## src/rtl/z80_bus_target.sv

```systemverilog
// Z80 CPU-side bus responder: decodes mem/io/int-ack cycles and bridges them to a
// synchronous req/ack backend, stretching the CPU with wait_n until the backend answers.
module z80_bus_target #(
  parameter int unsigned ExtraWait  = 0,
  parameter int unsigned IntAckWait = 0
) (
  input  logic        clk,
  input  logic        reset,
  input  logic [15:0] A,
  input  logic [7:0]  cpu_dout,
  input  logic        m1_n,
  input  logic        mreq_n,
  input  logic        iorq_n,
  input  logic        rd_n,
  input  logic        wr_n,
  input  logic        rfsh_n,
  output logic [7:0]  cpu_di,
  output logic        wait_n,
  output logic        bus_req,
  output logic        bus_we,
  output logic        bus_io,
  output logic [15:0] bus_addr,
  output logic [7:0]  bus_wdata,
  input  logic [7:0]  bus_rdata,
  input  logic        bus_ack,
  input  logic [7:0]  int_vector,
  output logic        intack
);

  typedef enum logic [2:0] {
    StIdle,
    StAccess,
    StStretch,
    StHold,
    StInta,
    StDrain
  } state_e;

  localparam logic [3:0] ExtraCnt = 4'(ExtraWait);
  localparam logic [3:0] IntCnt   = 4'(IntAckWait);

  state_e      state_q, state_d;
  logic [3:0]  cnt_q, cnt_d;
  logic [7:0]  cpu_di_q, cpu_di_d;
  logic        wait_n_q, wait_n_d;
  logic        bus_req_q, bus_req_d;
  logic        bus_we_q, bus_we_d;
  logic        bus_io_q, bus_io_d;
  logic [15:0] bus_addr_q, bus_addr_d;
  logic [7:0]  bus_wdata_q, bus_wdata_d;
  logic        intack_q, intack_d;

  logic strobes_off, data_strobe, is_inta, is_rfsh, is_mem, is_io;

  always_comb begin
    strobes_off = mreq_n & iorq_n;
    data_strobe = ~rd_n | ~wr_n;
    is_inta     = ~m1_n & ~iorq_n;
    is_rfsh     = ~mreq_n & ~rfsh_n;
    is_mem      = ~mreq_n & data_strobe;
    is_io       = ~iorq_n & m1_n & data_strobe;

    state_d     = state_q;
    cnt_d       = cnt_q;
    cpu_di_d    = cpu_di_q;
    wait_n_d    = wait_n_q;
    bus_req_d   = bus_req_q;
    bus_we_d    = bus_we_q;
    bus_io_d    = bus_io_q;
    bus_addr_d  = bus_addr_q;
    bus_wdata_d = bus_wdata_q;
    intack_d    = 1'b0;

    unique case (state_q)
      StIdle: begin
        if (is_inta) begin
          state_d  = StInta;
          cpu_di_d = int_vector;
          intack_d = 1'b1;
          if (IntCnt != 4'd0) begin
            wait_n_d = 1'b0;
            cnt_d    = IntCnt;
          end
        end else if (is_rfsh) begin
          state_d = StIdle;
        end else if (is_mem || is_io) begin
          state_d     = StAccess;
          bus_addr_d  = A;
          bus_wdata_d = cpu_dout;
          bus_we_d    = ~wr_n;
          bus_io_d    = ~is_mem;
          bus_req_d   = 1'b1;
          wait_n_d    = 1'b0;
        end
      end
      StAccess: begin
        // Ack takes priority over a simultaneous strobe release.
        if (bus_ack) begin
          bus_req_d = 1'b0;
          if (!bus_we_q) cpu_di_d = bus_rdata;
          if (ExtraCnt == 4'd0) begin
            wait_n_d = 1'b1;
            state_d  = StHold;
          end else begin
            cnt_d   = ExtraCnt;
            state_d = StStretch;
          end
        end else if (strobes_off) begin
          wait_n_d = 1'b1;
          state_d  = StDrain;
        end
      end
      StStretch: begin
        if (strobes_off) begin
          wait_n_d = 1'b1;
          state_d  = StIdle;
        end else if (cnt_q == 4'd1) begin
          wait_n_d = 1'b1;
          state_d  = StHold;
        end else begin
          cnt_d = cnt_q - 4'd1;
        end
      end
      StHold: begin
        if (strobes_off) state_d = StIdle;
      end
      StInta: begin
        if (iorq_n) begin
          wait_n_d = 1'b1;
          state_d  = StIdle;
        end else if (!wait_n_q) begin
          if (cnt_q == 4'd1) wait_n_d = 1'b1;
          else               cnt_d    = cnt_q - 4'd1;
        end
      end
      StDrain: begin
        // The request cannot be withdrawn, so wait out the ack and drop its data.
        if (bus_ack) begin
          bus_req_d = 1'b0;
          state_d   = StIdle;
        end
      end
      default: state_d = StIdle;
    endcase
  end

  always_ff @(posedge clk) begin
    if (reset) begin
      state_q     <= StIdle;
      cnt_q       <= 4'd0;
      cpu_di_q    <= 8'hFF;
      wait_n_q    <= 1'b1;
      bus_req_q   <= 1'b0;
      bus_we_q    <= 1'b0;
      bus_io_q    <= 1'b0;
      bus_addr_q  <= 16'h0000;
      bus_wdata_q <= 8'h00;
      intack_q    <= 1'b0;
    end else begin
      state_q     <= state_d;
      cnt_q       <= cnt_d;
      cpu_di_q    <= cpu_di_d;
      wait_n_q    <= wait_n_d;
      bus_req_q   <= bus_req_d;
      bus_we_q    <= bus_we_d;
      bus_io_q    <= bus_io_d;
      bus_addr_q  <= bus_addr_d;
      bus_wdata_q <= bus_wdata_d;
      intack_q    <= intack_d;
    end
  end

  assign cpu_di    = cpu_di_q;
  assign wait_n    = wait_n_q;
  assign bus_req   = bus_req_q;
  assign bus_we    = bus_we_q;
  assign bus_io    = bus_io_q;
  assign bus_addr  = bus_addr_q;
  assign bus_wdata = bus_wdata_q;
  assign intack    = intack_q;

endmodule

```

## config.mk

```make
export PLATFORM = sky130hd
export DESIGN_NAME = z80_bus_target
export DESIGN_NICKNAME = d
export VERILOG_FILES = /design/src/rtl/z80_bus_target.sv
export SDC_FILE = /design/constraint.sdc
export NUM_CORES = 1
export LEC_CHECK = 0
export ABC_AREA = 1
export CORE_UTILIZATION = 47
export DETAILED_ROUTE_END_ITERATION = 8
export PLACE_DENSITY = 0.86
export SYNTH_ARGS = -nofsm -noshare
export SYNTH_HDL_FRONTEND = slang
export SYNTH_SLANG_ARGS = --single-unit
```

## constraint.sdc

```tcl
create_clock -name clk -period 2.8 [get_ports clk]
set_clock_uncertainty 0.15 [all_clocks]
set_input_delay 0.42 -clock clk [delete_from_list [all_inputs] [get_ports clk]]
set_output_delay 0.42 -clock clk [all_outputs]
set_load 0.01 [all_outputs]
```

# ---- After elaboration in Yosys (flattened, before gate mapping)
# Index checks and enable logic that the tools add are counted.
# W data, S select, Z words.
dict set report totals {
  ff_bits 44
  latch_bits 0
  ramBits 0
  romBits 0
  output_inout_bits 37
  wordCells 101
  memories 0
}
dict set report classes {
  add_sub_neg 1
  n_mul 0
  div_mod_pow 0
  n_lt_le_gt_ge 0
  n_eq_ne 22
  shift 0
  n_mux 37
  n_bitwise 17
  reduce_logical 14
}
# cell n
set ops {}
lappend ops {{$mux W3} 10}
lappend ops {{$mux W8} 3}
lappend ops {{$ne A2 B2 Y1 const B} 12}
lappend ops {{$pmux W3 S6} 1}
lappend ops {{$mux W4} 4}
lappend ops {{$pmux W8 S2} 1}
lappend ops {{$mux W1} 15}
lappend ops {{$reduce_and A4 Y1} 3}
lappend ops {{$reduce_and A6 Y1} 2}
lappend ops {{$not A1 Y1} 10}
lappend ops {{$pmux W4 S2} 1}
lappend ops {{$and A1 B1 Y1} 6}
lappend ops {{$eq A3 B2 Y1 const B} 2}
lappend ops {{$eq A3 B3 Y1 const B} 2}
lappend ops {{$ne A3 B3 Y1 const B} 2}
lappend ops {{$reduce_bool A2 Y1} 3}
lappend ops {{$reduce_and A5 Y1} 1}
lappend ops {{$eq A4 B1 Y1 const B} 1}
lappend ops {{$ne A4 B4 Y1 const B} 1}
lappend ops {{$pmux W1 S4} 1}
lappend ops {{$reduce_bool A4 Y1} 1}
lappend ops {{$reduce_or A2 Y1} 2}
lappend ops {{$sub A4 B1 Y4 const B} 1}
lappend ops {{$eq A3 B1 Y1 const B} 1}
lappend ops {{other kinds (5)} 5}

# ---- Depth between registers and ports, before layout
# Gate-level depths: netlist (run 1).
dict set report depth {
  ltp_word 8
  mapped_depth 10
  depth_no_buf 10
}

# ---- Worst setup path after synthesis (run 1)
# No wires, ideal clock.
dict set report synth_timing {
  path_kind {input to register}
  start {in mreq_n}
  end {reg bus_addr_q[0], in the netlist bus_addr[0]}
  setup_time_ns 0.116
  arrival_ns 1.293
  required_ns 2.534
  setup_slack_ns 1.241
  stages 8
  n_path_buf 2
  cell_sequence {nand2_1 -> nand3_2 -> nor2_4 -> buf_6 -> inv_8 -> buf_12 -> nor2_2 -> nor2_1}
}
dict set report synth_via {
  elab_chain_len 4
  elab_cells_between_ends 6
  cone_classes {4 x bitwise; 2 x reduce/logical}
}
# element line
set synth_lines {}
lappend synth_lines {{from (decl)} 12} ;# input logic mreq_n,
lappend synth_lines {{$not A1 Y1 *} {59, 60}}
lappend synth_lines {{$and A1 B1 Y1 (on tied branches)} {60, 59}}
lappend synth_lines {{$logic_or A1 B1 Y1 or $not A1 Y1 (tied branches)} --}
lappend synth_lines {{$reduce_and A4 Y1 (no source line) *} --}
lappend synth_lines {{to (signal assigned)} 167} ;# bus_addr_q <= bus_addr_d;
lappend synth_lines {{to (decl)} 49} ;# logic [15:0] bus_addr_q, bus_addr_d;
# Mark *: on every way between the ends. The rest lies on a longest branch, timed or not.
# A chain may end at the register's enable or synchronous reset.

# ---- Worst setup path in the final report (run 1)
dict set report layout_timing {
  start {in mreq_n}
  end {reg bus_addr_q[3], in the netlist bus_addr[3]}
}
# The elaborated chain is that of the path after synthesis.

==> impl_metrics.env, run 1 <==
export IMPL_outcome="finished, final reports clean"
export IMPL_clock_path_buffers=2
export IMPL_core_mm2=0.00441
export IMPL_firstDrtPassIters=4
export IMPL_grt_max_degree=25
export IMPL_grt_overflow=0
export IMPL_drcViolationCount=0
export IMPL_ys_warn_count=0
export IMPL_nets=442
export IMPL_synthCells=307
export IMPL_grt_pass1_wl_um=9050
export IMPL_holdBufCountCts=0
export IMPL_clock_latency_ns=0.30
export IMPL_power_density_mw_per_mm2=845
export IMPL_synth_edf_count=0
export IMPL_root_buffer="clkbuf_8"
export IMPL_worst_path_max_delay_cell="clkdlybuf4s50_1"
export IMPL_worst_slew_pin_slew_ns=0.459
export IMPL_end_kind="flop"
export IMPL_drive_gt1_share_pct=12.5
export IMPL_hold_path_class="reg -> reg"
export IMPL_arrival_ns=2.21
export IMPL_cts_tree="yes"
export IMPL_dp_hpwl_um=4040
export IMPL_grt_pass1_vias=2105
export IMPL_finalCritPeriodShare_pct=75.9
export IMPL_synth_fp_nets=358
export IMPL_setup_tns_ns=0
export IMPL_cts_sinks=44
export IMPL_hold_viol_final=0
export IMPL_relSlewSlack_pct=69.4
export IMPL_ys_types=25
export IMPL_gp_congestion=0.941
export IMPL_cp_slowest_stage_delay_ns=0.46
export IMPL_stdcell_count=444
export IMPL_cts_buffers=5
export IMPL_start_util_pct=49.5
export IMPL_post_cts_buffers=0
export IMPL_drv_cap=0
export IMPL_cp_max_fo=19
export IMPL_n_fill_cell=380
export IMPL_area_growth_pct=43.7
export IMPL_min_period_ns=2.13
export IMPL_ys_ff_latch=44
export IMPL_path_class="in -> reg"
export IMPL_final_area_mm2=0.00314
export IMPL_postLayoutCoreUtil_pct=71.1
export IMPL_path_cells="clkdlybuf4s50_1, nand2_1, nand3_2, nor2_4, buf_4, o21ai_0, nor2_1"
export IMPL_required_ns=2.89
export IMPL_routed_via_density=4.93
export IMPL_die_y_um=70.2
export IMPL_drt_iter0_drc=77
export IMPL_post_cts_resized=0
export IMPL_start_kind="input pin"
export IMPL_p_int_mw=1.63
export IMPL_num_antenna_cells=0
export IMPL_die_width_um=70.2
export IMPL_postRouteAntennaNets=0
export IMPL_p_clk_share_pct=18.8
export IMPL_dp_cells=436
export IMPL_grt_antenna_before_repair=0
export IMPL_row_count=24
export IMPL_share_seq_of_total_power_pct=35.5
export IMPL_htreeDepth=2
export IMPL_final_max_slew_viol_count=0
export IMPL_syn_cell_area_mm2=0.00218
export IMPL_wl_per_cell_um=12.1
export IMPL_vias=2190
export IMPL_synth_flop_cell="dfxtp_1"
export IMPL_setup_violations=0
export IMPL_max_clock_freq_mhz=470
export IMPL_clkTransAtPathRegs_ns=0.08
export IMPL_p_leak_nw=1.42
export IMPL_syn_area_per_cell_um2=7.12
export IMPL_rsz0062_at_grt="no"
export IMPL_p_sw_share_pct=38.5
export IMPL_vdd_ir_drop_max_uv=414
export IMPL_switching_power_mw=1.02
export IMPL_track_usage_pct=23.0
export IMPL_share_comb_of_total_power_pct=45.7
export IMPL_die_area_mm2=0.00492
export IMPL_synth_seq_area_share_pct=40.3
export IMPL_io_buffers=85
export IMPL_postPlaceCellArea_mm2=0.00302
export IMPL_synthArstFlopShare_pct=0
export IMPL_io_pins=86
export IMPL_routed_wl_um=5350
[cell type report]
class	count	area [µm²]	area share (%)
multi-input combinational	231	1120	35.6
timing repair buffer	88	873	27.8
inverter	21	86.3	2.75
sequential	44	881	28.1
tap	52	65.1	2.07
clock inverter	3	46.3	1.47
clock buffer	5	68.8	2.19
[synthesized netlist by cell type (2+ instances only)]
cell type	n	area share, %
ha_1	2	1.1
buf_2	2	0.46
nand3_4	2	1.6
nor2_1	58	10
inv_2	6	1.0
buf_12	2	1.8
o21ai_0	27	6.2
inv_1	14	2.4
a21oi_1	5	1.1
nand3_1	21	4.8
buf_6	3	1.5
nand2_4	3	1.5
nor2_4	3	1.5
nand2_1	82	14
clkbuf_1	4	0.69
xor2_1	2	0.80
dfxtp_1	44	40
nor2_2	20	5.7
[worst paths after layout]
check / startpoint / endpoint / slack [ns] / cells after the start
max: mreq_n / bus_addr[3]$_SDFFE_PP0P_ / 0.67 / 7
min: cpu_di[5]$_SDFFE_PP1P_ / cpu_di[5]$_SDFFE_PP1P_ / 0.31 / 2
max reg2reg: state_q[0]$_SDFFE_PP0P_ / bus_addr[3]$_SDFFE_PP0P_ / 0.93 / 8
min reg2reg: cpu_di[5]$_SDFFE_PP1P_ / cpu_di[5]$_SDFFE_PP1P_ / 0.31 / 2
[sequential cells by signal, indices dropped and copies added (netlist names)]
name       count
bus_io         1
bus_addr      16
bus_wdata      8
bus_req        1
bus_we         1
cnt_q          4
intack         1
wait_n         1
state_q        3
cpu_di         8
[cell families after synthesis]
| logic type | after synthesis | share of synthesized area [%] |
|---|---|---|
| buffers and inverters | 32 | 8.48 |
| AND/OR/NAND/NOR | 191 | 40.0 |
| XOR/XNOR | 2 | 0.802 |
| flip-flops | 44 | 40.3 |
| adder cells (fa/ha/maj) | 2 | 1.15 |
| AO/OA/AOI/OAI | 36 | 9.28 |
[metal layers]
metal / vias to the layer above / routed length, µm / GRT usage (%)
li1: 1128 / - / -
met1: 992 / 2360 / 26.8
met2: 62 / 2610 / 39.1
met3: 8 / 290 / 5.92
met4: 0 / 88 / 10.9
met5: - / 0 / 0
[placed cells by master (no fill, tap or decap), types with 2 or more instances in the layout]
| cell type | count |
|---|---|
| nand2_1 | 82 |
| nand3_1 | 21 |
| inv_2 | 6 |
| inv_1 | 14 |
| xor2_1 | 2 |
| a21oi_1 | 5 |
| clkbuf_8 | 5 |
| nand2_4 | 3 |
| clkdlybuf4s50_1 | 85 |
| nand3_4 | 2 |
| nor2_4 | 3 |
| dfxtp_1 | 44 |
| nor2_1 | 58 |
| ha_1 | 2 |
| o21ai_0 | 27 |
| nor2_2 | 20 |
| buf_4 | 3 |
[metrics by stage]
stage / setup slack (ns) / total power, mW / hold WS [ns]
floorplan: 1.24 / 1.72 / 0.314
global placement: 0.482 / 2.14 / 0.288
detailed placement: 0.393 / 2.17 / 0.293
CTS: 0.705 / 2.67 / 0.316
global route: 0.539 / 2.86 / 0.337
finish: 0.674 / 2.65 / 0.310
[power by group through the flow]
| stage | logic [mW] | registers, mW | clock network [mW] |
|---|---|---|---|
| after global routing | 1.36 | 0.967 | 0.534 |
| after CTS | 1.23 | 0.941 | 0.508 |
| final | 1.21 | 0.941 | 0.500 |
| after detailed placement | 1.22 | 0.951 | 0 |
| after global placement | 1.19 | 0.950 | 0 |
| after floorplan | 0.724 | 0.994 | 0 |
[worst max-delay path, delay by kind of cell]
kind	cells	cell delay [ns]
buffers and inverters	2	0.71
AOI/OAI and AO/OA	1	0.10
and+or+nand+nor	4	0.97
Power figures use the tool's default switching activity.
==> run 2, diff against run 1 <==
--- a/config.mk
+++ b/config.mk
@@ -6,9 +6,9 @@
 export NUM_CORES = 1
 export LEC_CHECK = 0
 export ABC_AREA = 1
-export CORE_UTILIZATION = 47
+export CORE_UTILIZATION = 39
 export DETAILED_ROUTE_END_ITERATION = 8
-export PLACE_DENSITY = 0.86
+export PLACE_DENSITY = 0.76
 export SYNTH_ARGS = -nofsm -noshare
 export SYNTH_HDL_FRONTEND = slang
 export SYNTH_SLANG_ARGS = --single-unit
==> constraint.sdc (replaced) <==
create_clock -name clk -period 1.85 [get_ports clk]
set_clock_uncertainty 0.15 [all_clocks]
set_input_delay 0.2775 -clock clk [delete_from_list [all_inputs] [get_ports clk]]
set_output_delay 0.2775 -clock clk [all_outputs]
set_load 0.01 [all_outputs]
==> run 2 against run 1 <==
Sequential cell count did not move. Final cell count rose by 6.5%. Sequential share of layout area fell by 0.76 points. Register-to-register slack got worse by 0.72 ns. Via count fell by 1.1%. Sequential power rose by 50%. Hold slack improved by 0.0066 ns. First-iteration DRC count fell by 6.5%. Utilization fell by 9.5 points. Non-clock buffer count rose by 11. Largest cell class unchanged. Largest power group unchanged.
==> impl_metrics.env, run 2 (synthesis gave the netlist of run 1 again) <==
export IMPL_holdBufCountCts=0
export IMPL_post_cts_resized=0
export IMPL_clkTransAtPathRegs_ns=0.08
export IMPL_worstPathBufferInverterCount=1
export IMPL_drv_cap=0
export IMPL_end_kind="output port"
export IMPL_core_mm2=0.00524
export IMPL_cp_max_fo=3
export IMPL_drive_gt1_share_pct=14.4
export IMPL_final_max_slew_viol_count=0
export IMPL_postRouteAntennaNets=0
export IMPL_n_fill_cell=497
export IMPL_drcViolationCount=0
export IMPL_required_ns=1.42
export IMPL_hold_path_class="reg -> reg"
export IMPL_cp_slowest_stage_delay_ns=0.59
export IMPL_dp_hpwl_um=3920
export IMPL_clock_path_buffers=2
export IMPL_gp_congestion=0.874
export IMPL_largest_reg_flops=16
export IMPL_dpl_worst_slack_ns=-0.142
export IMPL_final_common_cell="clkdlybuf4s50_1"
export IMPL_grt_max_degree=42
export IMPL_relSlewSlack_pct=71.8
export IMPL_vdd_ir_drop_max_uv=550
export IMPL_row_count=26
export IMPL_path_class="reg -> out"
export IMPL_area_growth_pct=47.7
export IMPL_die_width_um=76.8
export IMPL_clock_latency_ns=0.29
export IMPL_worst_path_max_delay_cell="clkdlybuf4s50_1"
export IMPL_finalCritPeriodShare_pct=94.2
export IMPL_cts_sinks=44
export IMPL_nets=453
export IMPL_io_pins=86
export IMPL_post_cts_buffers=0
export IMPL_routed_via_density=4.58
export IMPL_grt_overflow=0
export IMPL_wl_per_cell_um=11.0
export IMPL_start_kind="flop"
export IMPL_power_density_mw_per_mm2=1210
export IMPL_outcome="finished, final reports clean"
export IMPL_htreeDepth=2
export IMPL_arrival_ns=1.32
export IMPL_grt_pass1_wl_um=8910
export IMPL_start_util_pct=41.7
export IMPL_p_leak_nw=1.46
export IMPL_seq_area_um2=881
export IMPL_path_cells="clkdlybuf4s50_1"
export IMPL_cts_tree="yes"
export IMPL_grt_antenna_before_repair=0
export IMPL_final_cell_mix="85 x clkdlybuf4s50_1, 82 x nand2_1, 58 x nor2_1"
export IMPL_vias=2165
export IMPL_max_clock_freq_mhz=574
export IMPL_routed_wl_um=5210
export IMPL_critPathTopFamily="buffers and inverters"
export IMPL_firstDrtPassIters=4
export IMPL_whs_ns=0.317
export IMPL_dp_cells=465
export IMPL_num_antenna_cells=0
export IMPL_hold_viol_final=0
export IMPL_multi_input_area_mm2=0.00112
export IMPL_cts_buffers=5
export IMPL_min_period_ns=1.74
export IMPL_io_buffers=85
export IMPL_setup_tns_ns=0
export IMPL_setup_violations=0
export IMPL_stdcell_count=473
export IMPL_track_usage_pct=18.4
export IMPL_root_buffer="clkbuf_8"
export IMPL_grt_pass1_vias=2040
export IMPL_die_area_mm2=0.00591
export IMPL_rsz0062_at_grt="no"
export IMPL_drt_iter0_drc=72
export IMPL_worst_slew_pin_slew_ns=0.423
export IMPL_setup_slack_ns=0.106
export IMPL_die_y_um=76.8
run 2: cell count changes in the layout (fill, tap and decap cells not counted):
cell	previous run	this run
buf_4	3	13
clkbuf_1	0	2
buf_12	0	1
bufinv_16	1	0
clkinv_4	0	1
clkinvlp_4	1	0
inv_6	1	0
run 2: layout make-up:
class	count	area share, %
Clock buffer	7	2.37
Sequential cell	44	27.3
Timing Repair Buffer	99	30.0
Inverter	21	2.68
Clock inverter	1	0.271
Multi-Input combinational cell	231	34.7
Tap cell	70	2.71
run 2: where the power goes:
part | internal, mW | switching (mW) | total (mW)
combinational | 0.913 | 1.01 | 1.92
clock | 0.270 | 0.310 | 0.580
sequential | 1.22 | 0.189 | 1.41
total | 2.40 | 1.51 | 3.91
run 2: metal layers:
| layer | global-route usage, % | up-vias | wire (µm) | share of wire (%) |
|---|---|---|---|---|
| met2 | 30.9 | 63 | 2330 | 45 |
| met1 | 22.9 | 944 | 2450 | 47 |
| li1 | - | 1153 | - | - |
| met5 | 0 | - | 0 | 0 |
| met4 | 4.62 | 0 | 48 | 0.92 |
| met3 | 5.60 | 5 | 384 | 7.4 |
run 2: metrics by stage:
| stage | instance area (µm²) | power (mW) | utilization, % |
|---|---|---|---|
| floorplan | 2180 | 2.60 | - |
| global placement | 3140 | 3.32 | 60.0 |
| detailed placement | 3140 | 3.35 | 60.0 |
| CTS | 3230 | 3.95 | 61.6 |
| global route | 3230 | 4.24 | 61.6 |
| finish | 3230 | 3.91 | 61.6 |
run 2: path summary, 6_finish.rpt:
check | from | endpoint | slack, ns | depth (start not counted)
max reg2reg | state_q[0]$_SDFFE_PP0P_ | cpu_di[1]$_SDFFE_PP1P_ | 0.21 | 5
min reg2reg | cpu_di[5]$_SDFFE_PP1P_ | cpu_di[5]$_SDFFE_PP1P_ | 0.32 | 2
min | cpu_di[5]$_SDFFE_PP1P_ | cpu_di[5]$_SDFFE_PP1P_ | 0.32 | 2
max | bus_we$_SDFFE_PP0P_ | bus_we | 0.11 | 1
